<file path="src/rtl/alu_seq_pkg.sv">
// Shared opcodes, FSM encoding and helpers for the alu_seq multi-cycle ALU.
// Optional feature macro: ALU_DIV_EN (iterative divider, opcode 11).
package alu_seq_pkg;

  localparam logic [3:0] OP_ADD   = 4'd0;
  localparam logic [3:0] OP_SUB   = 4'd1;
  localparam logic [3:0] OP_AND   = 4'd2;
  localparam logic [3:0] OP_OR    = 4'd3;
  localparam logic [3:0] OP_XOR   = 4'd4;
  localparam logic [3:0] OP_NOT   = 4'd5;
  localparam logic [3:0] OP_SHL   = 4'd6;
  localparam logic [3:0] OP_SHR   = 4'd7;
  localparam logic [3:0] OP_SRA   = 4'd8;
  localparam logic [3:0] OP_ROL   = 4'd9;
  localparam logic [3:0] OP_MUL   = 4'd10;
  localparam logic [3:0] OP_DIV   = 4'd11;
  localparam logic [3:0] OP_MAX   = 4'd12;
  localparam logic [3:0] OP_MIN   = 4'd13;
  localparam logic [3:0] OP_ILL14 = 4'd14;
  localparam logic [3:0] OP_ILL15 = 4'd15;

  typedef enum logic {
    ST_IDLE = 1'b0,
    ST_EXEC = 1'b1
  } state_e;

  // Ops that run through the shared multi-cycle datapath.
  function automatic logic is_iter_op(input logic [3:0] op);
`ifdef ALU_DIV_EN
    return (op == OP_MUL) || (op == OP_DIV);
`else
    return (op == OP_MUL);
`endif
  endfunction

endpackage

</file>
<file path="src/rtl/alu_seq_iter.sv">
// Shared shift-add multiplier / restoring divider, one step per clock.
// Divider half present only when ALU_DIV_EN is defined.
module alu_seq_iter #(
  parameter int WIDTH = 16
) (
  input  logic               clk,
  input  logic               reset_a_n,
  input  logic               load_i,
  input  logic               step_i,
  input  logic               mode_i,
  input  logic [WIDTH-1:0]   a_i,
  input  logic [WIDTH-1:0]   b_i,
  output logic [2*WIDTH-1:0] acc_nxt_o
);

  logic [2*WIDTH-1:0] acc_q;
  logic [WIDTH-1:0]   m_q;
  logic [WIDTH:0]     mul_sum_s;
  logic [2*WIDTH-1:0] mul_nxt_s;

`ifdef ALU_DIV_EN
  // Divider keeps {remainder, quotient} in the accumulator; quotient bits enter at the bottom.
  logic               mode_q;
  logic [WIDTH:0]     div_t_s;
  logic [WIDTH:0]     div_diff_s;
  logic [2*WIDTH-1:0] div_nxt_s;
`else
  logic               unused_mode_s;
  assign unused_mode_s = mode_i;
`endif

  // Next accumulator value for the current step.
  always_comb begin
    mul_sum_s = {1'b0, acc_q[2*WIDTH-1:WIDTH]} + (acc_q[0] ? {1'b0, m_q} : {(WIDTH+1){1'b0}});
    mul_nxt_s = {mul_sum_s, acc_q[WIDTH-1:1]};
`ifdef ALU_DIV_EN
    div_t_s    = acc_q[2*WIDTH-1:WIDTH-1];
    div_diff_s = div_t_s - {1'b0, m_q};
    if (div_diff_s[WIDTH]) begin
      div_nxt_s = {div_t_s[WIDTH-1:0], acc_q[WIDTH-2:0], 1'b0};
    end else begin
      div_nxt_s = {div_diff_s[WIDTH-1:0], acc_q[WIDTH-2:0], 1'b1};
    end
    acc_nxt_o = mode_q ? div_nxt_s : mul_nxt_s;
`else
    acc_nxt_o = mul_nxt_s;
`endif
  end

  // Operand load and per-step accumulator update.
  always_ff @(posedge clk or negedge reset_a_n) begin
    if (!reset_a_n) begin
      acc_q <= {(2*WIDTH){1'b0}};
      m_q   <= {WIDTH{1'b0}};
`ifdef ALU_DIV_EN
      mode_q <= 1'b0;
`endif
    end else if (load_i) begin
`ifdef ALU_DIV_EN
      mode_q <= mode_i;
      if (mode_i) begin
        acc_q <= {{WIDTH{1'b0}}, a_i};
        m_q   <= b_i;
      end else begin
        acc_q <= {{WIDTH{1'b0}}, b_i};
        m_q   <= a_i;
      end
`else
      acc_q <= {{WIDTH{1'b0}}, b_i};
      m_q   <= a_i;
`endif
    end else if (step_i) begin
      acc_q <= acc_nxt_o;
    end
  end

endmodule

</file>
<file path="src/rtl/alu_seq.sv">
// Multi-cycle ALU with start/busy/done handshake; MUL (and DIV when
// ALU_DIV_EN is defined) iterate WIDTH cycles, everything else takes one.
module alu_seq
  import alu_seq_pkg::*;
#(
  parameter int WIDTH = 16,
  parameter int SHW   = $clog2(WIDTH)
) (
  input  logic               clk,
  input  logic               reset_a_n,
  input  logic [WIDTH-1:0]   dataa,
  input  logic [WIDTH-1:0]   datab,
  input  logic [3:0]         opcode,
  input  logic               start,
  output logic [2*WIDTH-1:0] out,
  output logic               carry_flag,
  output logic               zero_flag,
  output logic               err_flag,
  output logic               busy,
  output logic               done_flag
);

  state_e             state_q, state_d;
  logic [WIDTH-1:0]   a_q, a_d, b_q, b_d;
  logic [3:0]         op_q, op_d;
  logic [SHW-1:0]     cnt_q, cnt_d;
  logic [2*WIDTH-1:0] out_q, out_d;
  logic               carry_q, carry_d, zero_q, zero_d, err_q, err_d;
  logic               busy_q, busy_d, done_q, done_d;

  logic [SHW-1:0]     shamt_s;
  logic [WIDTH:0]     sum_s, diff_s, shl_s, shr_s;
  logic [2*WIDTH-1:0] rol_s, sc_res_s, fin_res_s, iter_acc_nxt_s;
  logic [WIDTH-1:0]   sra_s;
  logic               sc_carry_s, sc_err_s, fin_carry_s, fin_err_s;
  logic               iter_run_s, iter_load_s, iter_step_s, fin_s;

  assign shamt_s = b_q[SHW-1:0];
  assign sum_s   = {1'b0, a_q} + {1'b0, b_q};
  assign diff_s  = {1'b0, a_q} - {1'b0, b_q};
  assign shl_s   = {1'b0, a_q} << shamt_s;
  assign shr_s   = {a_q, 1'b0} >> shamt_s;
  assign sra_s   = $signed(a_q) >>> shamt_s;
  assign rol_s   = {a_q, a_q} << shamt_s;

  // Divide-by-zero short-circuits to a single-cycle error result.
  assign iter_run_s = is_iter_op(op_q) && ((op_q != OP_DIV) || (b_q != {WIDTH{1'b0}}));

  // Single-cycle result and flags for the latched operation.
  always_comb begin
    sc_res_s   = {(2*WIDTH){1'b0}};
    sc_carry_s = 1'b0;
    sc_err_s   = 1'b0;
    case (op_q)
      OP_ADD: begin
        sc_res_s   = {{WIDTH{1'b0}}, sum_s[WIDTH-1:0]};
        sc_carry_s = sum_s[WIDTH];
      end
      OP_SUB: begin
        sc_res_s   = {{WIDTH{1'b0}}, diff_s[WIDTH-1:0]};
        sc_carry_s = diff_s[WIDTH];
      end
      OP_AND: sc_res_s = {{WIDTH{1'b0}}, a_q & b_q};
      OP_OR:  sc_res_s = {{WIDTH{1'b0}}, a_q | b_q};
      OP_XOR: sc_res_s = {{WIDTH{1'b0}}, a_q ^ b_q};
      OP_NOT: sc_res_s = {{WIDTH{1'b0}}, ~a_q};
      OP_SHL: begin
        sc_res_s   = {{WIDTH{1'b0}}, shl_s[WIDTH-1:0]};
        sc_carry_s = shl_s[WIDTH];
      end
      OP_SHR: begin
        sc_res_s   = {{WIDTH{1'b0}}, shr_s[WIDTH:1]};
        sc_carry_s = shr_s[0];
      end
      OP_SRA: begin
        sc_res_s   = {{WIDTH{1'b0}}, sra_s};
        sc_carry_s = shr_s[0];
      end
      OP_ROL: sc_res_s = {{WIDTH{1'b0}}, rol_s[2*WIDTH-1:WIDTH]};
      OP_MAX: sc_res_s = {{WIDTH{1'b0}}, (a_q > b_q) ? a_q : b_q};
      OP_MIN: sc_res_s = {{WIDTH{1'b0}}, (a_q < b_q) ? a_q : b_q};
`ifdef ALU_DIV_EN
      OP_DIV: begin
        sc_res_s = {(2*WIDTH){1'b1}};
        sc_err_s = 1'b1;
      end
`endif
      default: begin
        sc_res_s = {(2*WIDTH){1'b0}};
        sc_err_s = 1'b1;
      end
    endcase
  end

  // FSM next state, operand latch and completion update.
  always_comb begin
    state_d     = state_q;
    a_d         = a_q;
    b_d         = b_q;
    op_d        = op_q;
    cnt_d       = cnt_q;
    out_d       = out_q;
    carry_d     = carry_q;
    zero_d      = zero_q;
    err_d       = err_q;
    busy_d      = busy_q;
    done_d      = 1'b0;
    iter_load_s = 1'b0;
    iter_step_s = 1'b0;
    fin_s       = 1'b0;
    case (state_q)
      ST_IDLE: begin
        if (start) begin
          a_d         = dataa;
          b_d         = datab;
          op_d        = opcode;
          cnt_d       = {SHW{1'b0}};
          busy_d      = 1'b1;
          iter_load_s = is_iter_op(opcode);
          state_d     = ST_EXEC;
        end else begin
          busy_d = 1'b0;
        end
      end
      ST_EXEC: begin
        if (iter_run_s) begin
          iter_step_s = 1'b1;
          if (cnt_q == SHW'(WIDTH - 1)) begin
            fin_s = 1'b1;
          end else begin
            cnt_d = cnt_q + SHW'(1);
          end
        end else begin
          fin_s = 1'b1;
        end
      end
      default: begin
        state_d = ST_IDLE;
        busy_d  = 1'b0;
      end
    endcase

    fin_res_s   = iter_run_s ? iter_acc_nxt_s : sc_res_s;
    fin_carry_s = iter_run_s ? 1'b0 : sc_carry_s;
    fin_err_s   = iter_run_s ? 1'b0 : sc_err_s;
    if (fin_s) begin
      out_d   = fin_res_s;
      carry_d = fin_carry_s;
      zero_d  = (fin_res_s == {(2*WIDTH){1'b0}});
      err_d   = fin_err_s;
      busy_d  = 1'b0;
      done_d  = 1'b1;
      cnt_d   = {SHW{1'b0}};
      state_d = ST_IDLE;
    end else begin
      done_d = 1'b0;
    end
  end

  // State and output registers.
  always_ff @(posedge clk or negedge reset_a_n) begin
    if (!reset_a_n) begin
      state_q <= ST_IDLE;
      a_q     <= {WIDTH{1'b0}};
      b_q     <= {WIDTH{1'b0}};
      op_q    <= 4'd0;
      cnt_q   <= {SHW{1'b0}};
      out_q   <= {(2*WIDTH){1'b0}};
      carry_q <= 1'b0;
      zero_q  <= 1'b0;
      err_q   <= 1'b0;
      busy_q  <= 1'b0;
      done_q  <= 1'b0;
    end else begin
      state_q <= state_d;
      a_q     <= a_d;
      b_q     <= b_d;
      op_q    <= op_d;
      cnt_q   <= cnt_d;
      out_q   <= out_d;
      carry_q <= carry_d;
      zero_q  <= zero_d;
      err_q   <= err_d;
      busy_q  <= busy_d;
      done_q  <= done_d;
    end
  end

  alu_seq_iter #(.WIDTH(WIDTH)) u_iter (
    .clk       (clk),
    .reset_a_n (reset_a_n),
    .load_i    (iter_load_s),
    .step_i    (iter_step_s),
    .mode_i    (opcode == OP_DIV),
    .a_i       (dataa),
    .b_i       (datab),
    .acc_nxt_o (iter_acc_nxt_s)
  );

  assign out        = out_q;
  assign carry_flag = carry_q;
  assign zero_flag  = zero_q;
  assign err_flag   = err_q;
  assign busy       = busy_q;
  assign done_flag  = done_q;

endmodule

</file>
<file path="config.mk">
export PLATFORM = sky130hd
export DESIGN_NAME = alu_seq
export DESIGN_NICKNAME = d
export VERILOG_FILES = /design/src/rtl/alu_seq_pkg.sv /design/src/rtl/alu_seq_iter.sv /design/src/rtl/alu_seq.sv
export SDC_FILE = /design/constraint.sdc
export NUM_CORES = 1
export LEC_CHECK = 0
export CAP_MARGIN = 0
export CORE_MARGIN = 1
export CORE_UTILIZATION = 35
export DETAILED_ROUTE_END_ITERATION = 6
export GPL_TIMING_DRIVEN = 0
export PLACE_DENSITY = 0.49
export SKIP_CTS_REPAIR_TIMING = 1
export SYNTH_ARGS = -nofsm -noshare
export SYNTH_HDL_FRONTEND = slang
export SYNTH_SLANG_ARGS = --single-unit
</file>
<file path="constraint.sdc">
create_clock -name clk -period 4.7 [get_ports clk]
set_input_delay 1.175 -clock clk [delete_from_list [all_inputs] [get_ports clk]]
set_output_delay 1.175 -clock clk [all_outputs]
set_load 0.02 [all_outputs]
</file>
**Word-level counts from Yosys, hierarchy flattened**

Index checks and enable logic that the tools add are counted.

- Register bits after elaboration: 126
- Latch bits: 0
- Memory bits (writable): 0
- ROM bits: 0
- Input port bits: 39
- Output and inout bits: 37
- Logic and storage cells: 86
- Memories kept: 0

- Add/subtract/negate cells: 4
- $mul: 0
- Divide/modulo/power cells: 0
- Magnitude comparators: 2
- Equality and inequality tests: 19
- Shift-type cells: 4
- Mux-type cells: 29
- Bitwise operators: 5
- Reductions and logical operators: 10

Operators with widths:

| operator | count |
|---|---|
| $pmux 16 s12 | 1 |
| $mux 32 | 3 |
| $mux 16 | 3 |
| $logic_not 32->1 | 1 |
| $shl 32x4->32 | 1 |
| $eq 4x4->1 const B | 7 |
| $add 16x16->17 | 1 |
| $add 16x17->17 | 1 |
| $shl 16x4->17 | 1 |
| $shr 17x4->17 | 1 |
| $sub 16x16->17 | 1 |
| $and 16x16->16 | 1 |
| $eq 4x3->1 const B | 4 |
| $gt 16x16->1 | 1 |
| $lt 16x16->1 | 1 |
| $mux 1 | 16 |
| $mux 4 | 4 |
| $not 16->16 | 1 |
| $or 16x16->16 | 1 |
| $reduce_bool 16->1 | 1 |
| $sshr 16x4->16 | 1 |
| $xor 16x16->16 | 1 |
| $reduce_or 12->1 | 1 |
| $eq 4x2->1 const B | 2 |
| 16 further kinds | 17 |

**Depth between registers and ports, before layout**

Gate-level depths: netlist (run 1).

- Word-level depth: 7
- Gate-level depth with buffers: 16

**Cells and area by module**

From an unflattened synthesis (run 1), not the netlist that was laid out.

- Cells, all modules: 1482
- Area total of the unflattened synthesis: 11613.6 um^2

Modules (own cells, without submodules):

| module | times used | cells each | area an instance (um^2) | seq. area each (um^2) |
|---|---|---|---|---|
| alu_seq | 1 | 1167 | 8483.1 | 1951.9 |
| alu_seq_iter | 1 | 315 | 3130.5 | 1201.2 |

**Least setup slack after synthesis (run 1)**

OpenSTA, ideal clock, no wires.

- Path kind: reg2reg
- Start point: register b_q[2]
- End point: register zero_q (netlist: zero_flag)
- Arrival time: 4.137 ns
- Data required time: 4.608 ns
- Setup slack: 0.471 ns
- Stages on the path, launching flop included: 17
- Path buffers: 4
- Cell sequence: dfrtp_1 -> buf_2 -> buf_1 -> clkinv_1 -> clkbuf_1 -> ha_1 -> nor3b_1 -> a211o_1 -> o211a_1 -> or3_1 -> buf_2 -> a311o_1 -> nor3_1 -> o2111ai_1 -> nor4_1 -> nand4_1 -> o31ai_2

- Longest elaborated chain between the ends: 5

RTL lines:

| element | RTL line | RTL |
|---|---|---|
| start: declaration | alu_seq.sv:24 | `logic [WIDTH-1:0] a_q, a_d, b_q, b_d;` |
| start signal: assignment | alu_seq.sv:165 | `b_q <= {WIDTH{1'b0}};` |
| $lt 16x16->1, or another cell as far along | alu_seq.sv:81 | `OP_MIN: sc_res_s = {{WIDTH{1'b0}}, (a_q < b_q) ? a_q : b_q};` |
| $mux 16, or another cell as far along | alu_seq.sv:81 |  |
| $pmux 16 s12 or $logic_and 1x1->1 (tied branches) | alu_seq.sv:54, alu_seq.sv:47 |  |
| $mux 32 or $mux 1 (tied branches) | alu_seq.sv:143, alu_seq.sv:126 |  |
| $logic_not 32->1 or $mux 1 (tied branches) | alu_seq.sv:149, alu_seq.sv:111 |  |
| end signal: assignment | alu_seq.sv:182 | `zero_q <= zero_d;` |
| end: declaration | alu_seq.sv:28 | `logic carry_q, carry_d, zero_q, zero_d, err_q, err_d;` |

Parallel ways exist; a longest one is shown, timed or not.
A chain may end at the register's enable or synchronous reset.

**Final worst setup path (run 1)**

- Start point: register op_q[0]
- End point: register zero_q (netlist: zero_flag)

- Longest elaborated chain between the ends: 5

RTL lines:

| element | RTL line | RTL |
|---|---|---|
| start: declaration | alu_seq.sv:25 | `logic [3:0] op_q, op_d;` |
| start signal: assignment | alu_seq.sv:178 | `op_q <= op_d;` |
| branches (longest 5 deep; another with $mux 32) | - |  |

Several ways; the timed one is not identified.

==> results.yml, run 1 <==
yosys:
  synth_top_family_by_area: "compound AO/OA/AOI/OAI gates"
  synth_fp_nets: 1550
  synth_area_mm2: 0.0116
  synth_edf_count: 0
  yosysUniqueCellTypes: 79
  synth-simple-area-share_pct: 21.0
  synth_seq_cells: 126
  synthArstFlopShare_pct: 100
  synth_adder_area_share_pct: 7.64
  synth_compound_area_share_pct: 26.1
  ys_seq_area_share_pct: 27.2
  synth_xor_area_share_pct: 1.74
  ys.flop_type: "dfrtp_1"
  netlist_instances: 1442
  synthMuxAreaShare_pct: 10.4
  avgSynthCellArea_um2: 8.04
  yosysWarningCount: 0
drt:
  dr.pass1.iters: 6
  vias: 12600
  avgRoutedWirePerCell_um: 30.4
  avgViaCountPerCell: 6.28
  postRouteAntennaNets: 0
  drtIter0Drc: 1426
  routed_wl_mm: 61.2
  drc: 0
sta:
  skew_ps: 11.9
  worst_pin_slew_ps: 1130
  whs_ps: 461
  hold_viol_final: 0
  worst_slew_margin_rel_pct: 24.3
  setup_viol: 0
  fin_setup_tns_ps: 0
  period_needed_ps: 4640
  fin_crit_sh_pct: 98.6
  setup_slack_ps: 63.5
  max_clock_freq_ghz: 0.216
  drv_slew: 0
  rsz0062_at_grt: "false"
worst_setup_path:
  path_class: "flip-flop to flip-flop"
  cp_max_fo: 14
  start_kind: "flip-flop"
  critical_path_depth: 10
  slowest_stage: "a2111oi_0"
  worst_ep_arrival_time_ps: 4990
  reg2regPathDepth: 10
  end_kind: "flip-flop"
  critPathTopFamily: "compound AO/OA/AOI/OAI gates"
  cp_num_buf_inv: 2
  worstPathRequired_ps: 5050
  cpMostUsedCell: "buf_1"
  slowest_delay_ps: 730
  path_cells: "buf_1 -> buf_1 -> mux2i_1 -> o21ai_0 -> a2111oi_0 -> o211a_1 -> o2111ai_1 -> nor4_2 -> nand4_1 -> o31ai_2"
floorplan:
  chipHeight_um: 184
  pin_count: 76
  rows: 66
  die_area_mm2: 0.0338
  initial_utilization_pct: 35.6
  fp.dieW_um: 184
  core_mm2: 0.0325
layout:
  drive_gt1_share_pct: 12.1
  final_cells: 2010
  final_cell_area_mm2: 0.0139
  fin_util_pct: 42.9
  n_fill_cell: 3382
  area_growth_pct: 20.3
  fin_nets: 1662
clocking:
  cts_buffers: 17
  cts.path.max_buffers: 2
  clk_pin_slew_ps: 60
  cts_tree: "yes"
  root_buffer: "clkbuf_16"
  clock_sinks: 126
  htreeDepth: 4
  clock_latency_ps: 450
power:
  pwr_density_cell_mw_per_mm2: 496
  max-vdd-ir-drop_mv: 0.302
  power_leakage_nw: 5.95
  power_mw: 6.91
placement:
  gp_congestion: 0.999
  dp_hpwl_mm: 48.1
  dpl_cell_area_mm2: 0.0129
  pre_cts_slack_ps: -1530
  placed_cells: 1960
  port_buffers: 75
grt:
  gr-usage-all-layers_pct: 36.7
  grt_pass1_wl_mm: 87.8
  grt_pass1_vias: 12100
  grt_overflow_total: 0
  antenna_found_initial: 1
  grt_max_degree: 78
worst_hold_path:
  worstHoldPathType: "flip-flop to flip-flop"
  hold_depth: 2
run_status:
  outcome: "complete, no violations"
job:
  maxCapViolations: 0
-- routing by layer --
metal  vias up  track usage (%)  share of wire [%]
li1       5545                -                  -
met2       659             56.6                 44
met3       139             7.37                7.8
met5         -                0                  0
met4         0             14.9                4.5
met1      6278             49.9                 44
-- where the power goes --
part | total [mW] | internal, mW | switching, mW
sequential | 1.68 | 1.37 | 0.306
clock | 1.38 | 0.859 | 0.517
combinational | 3.86 | 1.38 | 2.49
total | 6.91 | 3.61 | 3.31
-- area by class of cell --
class	count	area [um^2]	area share, %
flip-flops and latches	126	3160	22.7
clock buffers	22	464	3.33
multi-input cells	1140	7910	56.7
plain buffers	113	532	3.81
inverters	58	236	1.70
diodes	1	2.50	0.0179
repair buffers	98	942	6.76
clock inverters	10	138	0.987
well taps	442	553	3.97
-- cells in the mapped netlist (all sizes together), types with 26 or more instances --
library cell	number	area [um^2]
mux2	26	293
dfrtp	126	3150
a21oi	83	427
nor2	98	368
mux2i	46	460
inv	55	206
o21ai	103	515
nand3	29	145
clkbuf	93	349
ha	66	826
nor3	26	135
nand2	227	852
a22oi	32	240
-- layout by cell type (no fill, tap or decap), types with 10 or more instances in the layout --
cell,count
mux4_2,20
inv_1,53
clkdlybuf4s50_1,74
xnor2_1,17
dfrtp_1,119
nor2b_1,17
o21a_1,10
o221ai_1,14
o21ai_0,102
buf_2,11
clkbuf_16,17
mux2_2,26
clkbuf_1,67
nand2b_1,19
a21oi_1,81
nor3_1,23
nor2_1,98
ha_1,64
and2_1,21
a21o_1,14
a22o_1,19
o211ai_1,15
nand2_1,227
a22oi_1,32
mux2i_1,45
a211oi_1,17
nand3_1,28
buf_4,22
nor4_1,15
o22ai_1,18
clkbuf_2,16
-- registers in the layout (all words and copies together), names as in the netlist --
signal and flops:
err_flag 1, u_iter.m_q 16, carry_flag 1, u_iter.acc_q 32
state_q 1, a_q 16, b_q 16, cnt_q 4
done_flag 1, zero_flag 1, out 32, busy 1
op_q 4
-- cell families (layout without fill, tap and decap cells) --
family	count (synthesis)	in the layout
buf+inv	176	301
simple gates	516	516
mux	92	92
fa+ha+maj	69	69
xor+xnor	23	23
other cells	0	1
flops	126	126
compound gates	440	440
-- worst min-delay path, cell delays in order, from the launching register on --
cell	delay, ps
dfrtp_1	340
nand2_1	50
nand2_1	40
-- worst paths after layout --
kind                                            from                      endpoint  slack (ps)
worst max register to register   op_q[0]$_DFFE_PN0P_         zero_flag$_DFFE_PN0P_          60
min in group asynchronous                  reset_a_n  u_iter.acc_q[24]$_DFFE_PN0P_         680
max in group asynchronous                  reset_a_n            a_q[4]$_DFFE_PN0P_        3230
worst min-delay path            err_flag$_DFFE_PN0P_          err_flag$_DFFE_PN0P_         460
worst min register to register  err_flag$_DFFE_PN0P_          err_flag$_DFFE_PN0P_         460
worst max-delay path             op_q[0]$_DFFE_PN0P_         zero_flag$_DFFE_PN0P_          60
No activity file was read; power rests on OpenSTA's default activity.
==> run 2, diff against run 1 <==
--- a/config.mk
+++ b/config.mk
@@ -5,9 +5,11 @@
 export SDC_FILE = /design/constraint.sdc
 export NUM_CORES = 1
 export LEC_CHECK = 0
+export ABC_AREA = 1
 export CAP_MARGIN = 0
 export CORE_MARGIN = 1
 export CORE_UTILIZATION = 35
+export CTS_BUF_LIST = sky130_fd_sc_hd__clkbuf_4
 export DETAILED_ROUTE_END_ITERATION = 6
 export GPL_TIMING_DRIVEN = 0
 export PLACE_DENSITY = 0.49
==> run 2 against run 1 <==
Against the previous run: critical path depth rose by 9; flip-flop and latch count is the same; non-clock buffer count shrank 58; synthesized cell count up 24%; die area is 3.9% lower; global-route usage shrank 5.1 points; clock skew rose by 9.6 ps; count of clock-buffer cells in the layout shrank 5; setup slack better by 320 ps; hold slack improved by 24 ps; routed wire length is 17% lower; largest cell class unchanged.
==> results.yml, run 2 <==
placement:
  pre_cts_slack_ps: 474
  dpl_cell_area_mm2: 0.0124
  port_buffers: 75
  dp_hpwl_mm: 41.2
  placed_cells: 2258
  gp_congestion: 0.993
floorplan:
  fp.dieW_um: 180
  chipHeight_um: 180
  initial_utilization_pct: 36.0
  pin_count: 76
  die_area_mm2: 0.0325
  rows: 64
  core_mm2: 0.0309
worst_hold_path:
  min_from: "u_iter.m_q[9]$_DFFE_PN0P_"
  min_delay_worst_endpoint: "u_iter.m_q[9]$_DFFE_PN0P_"
  hold_depth: 2
  worstHoldPathType: "flip-flop to flip-flop"
sta:
  fin_crit_sh_pct: 91.7
  max_clock_freq_ghz: 0.232
  worst_slew_margin_rel_pct: 40.7
  setup_viol: 0
  worst_pin_slew_ps: 890
  rsz0062_at_grt: "false"
  setup_slack_ps: 388
  hold_viol_final: 0
  drv_slew: 0
  skew_ps: 21.5
  period_needed_ps: 4310
worst_setup_path:
  cp_num_buf_inv: 3
  slowest_delay_ps: 680
  start_kind: "flip-flop"
  cp_max_fo: 12
  worst_ep_arrival_time_ps: 4820
  r2r_slack_ps: 390
  rr_endpoint: "zero_flag$_DFFE_PN0P_"
  critPathTopFamily: "simple AND/OR/NAND/NOR gates"
  reg2regPathDepth: 19
  worstPathRequired_ps: 5210
  end_kind: "flip-flop"
  reg2reg_from: "b_q[1]$_DFFE_PN0P_"
  path_cells: "buf_2 -> inv_2 -> clkbuf_1 -> ha_1 -> nor2_2 -> nand2_1 -> nand2_1 -> nand3_1 -> nand3_1 -> nand2_1 -> nand3_1 -> nand3_1 -> nor2_1 -> nand3_1 -> nor2_1 -> nand3_1 -> nor2_1 -> nand3_1 -> nand2_1"
  slowest_stage: "clkbuf_1"
  path_class: "flip-flop to flip-flop"
  cpMostUsedCell: "nand3_1"
layout:
  drive_gt1_share_pct: 5.76
  area_growth_pct: 14.0
  fin_util_pct: 41.1
  fin_nets: 1989
  layout_commonest_cell: "nand2_1"
  final_cells: 2290
  final_cell_area_mm2: 0.0127
  final_cell_mix: "nand2_1, nand3_1, nor2_1"
  diodes: 0
grt:
  grt_pass1_vias: 12100
  grt_overflow_total: 0
  grt_max_degree: 70
  gr-usage-all-layers_pct: 31.6
  antenna_found_initial: 2
  grt_pass1_wl_mm: 76.8
yosys:
  yosysTopAreaCell: "dfrtp_1"
  synthArstFlopShare_pct: 100
  yosysWarningCount: 0
  synth_edf_count: 0
  netlist.area_leader.share_pct: 28.3
  yosys-top-cells-count: "nand2_1, nand3_1, nor2_1"
  synth_most_common_cell: "nand2_1"
  ys.flop_type: "dfrtp_1"
  yosysUniqueCellTypes: 51
  avgSynthCellArea_um2: 6.24
  synth_fp_nets: 1894
  synth_area_leaders: "dfrtp_1, nand2_1, nand3_1"
  synth_seq_cells: 126
  synth_area_mm2: 0.0111
  ys_seq_area_share_pct: 28.3
  netlist_instances: 1786
clocking:
  cts_buffers: 17
  htreeDepth: 4
  cts.path.max_buffers: 2
  root_buffer: "clkbuf_4"
  clock_sinks: 126
  clock_latency_ps: 580
  clk_pin_slew_ps: 120
  cts_tree: "yes"
drt:
  drc: 0
  postRouteAntennaNets: 0
  vias: 12800
  drtIter0Drc: 1338
  avgRoutedWirePerCell_um: 22.2
  dr.pass1.iters: 5
  avgViaCountPerCell: 5.58
  routed_wl_mm: 50.9
job:
  maxCapViolations: 0
run_status:
  outcome: "complete, no violations"
run 2: layout make-up:
cell class                      count  area (um^2)
Buffer                             77          390
Fill cell                        3441        18200
Clock buffer                       17          128
Timing Repair Buffer               76          779
Sequential cell                   126         3150
Multi-Input combinational cell   1425         7010
Inverter                          158          593
Tap cell                          396          495
Clock inverter                     15          148
run 2: worst register-to-register path, delay by kind of cell (launching register included):
| family | cells | cell delay, ps |
|---|---|---|
| buffers and inverters | 3 | 1030 |
| and+or+nand+nor | 15 | 2250 |
| adders and majority gates | 1 | 450 |
| DFF | 1 | 510 |
run 2: cell families (layout without fill, tap and decap cells):
family	after synthesis	count (layout)	share of synthesized area [%]
and+or+nand+nor	1111	1111	42.0
AOI/OAI and AO/OA	239	239	12.4
buffers and inverters	235	343	8.83
DFF	126	126	28.3
adders and majority gates	69	69	7.95
xor gates and xnor gates	6	6	0.472
run 2: worst max path at each step:
| stage | slack [ps] | start | cells past startpoint | to |
|---|---|---|---|---|
| floorplan | 1840 | b_q[3]$_DFFE_PN0P_ | 21 | zero_flag$_DFFE_PN0P_ |
| global placement | -2910 | reset_a_n | 1 | out[8]$_DFFE_PN0P_ |
| detailed placement | 470 | start | 8 | u_iter.acc_q[28]$_DFFE_PN0P_ |
| CTS | 470 | b_q[1]$_DFFE_PN0P_ | 19 | zero_flag$_DFFE_PN0P_ |
| global route | 50 | b_q[1]$_DFFE_PN0P_ | 19 | zero_flag$_DFFE_PN0P_ |
| finish | 390 | b_q[1]$_DFFE_PN0P_ | 19 | zero_flag$_DFFE_PN0P_ |
run 2: routing by layer:
| layer | global-route usage, % | wire length [um] |
|---|---|---|
| met3 | 5.70 | 4090 |
| met2 | 46.6 | 21400 |
| met4 | 9.06 | 1360 |
| met1 | 46.5 | 24000 |
| met5 | 0 | 27 |
run 2: metrics by stage:
stage	setup TNS, ps	hold slack [ps]
floorplan	0	442
global placement	-364150	458
detailed placement	0	459
CTS	0	488
global route	0	503
finish	0	485
Power of run 2 is not shown: default switching activity piles up to over one toggle a cycle in this logic, so the estimate is an artifact.
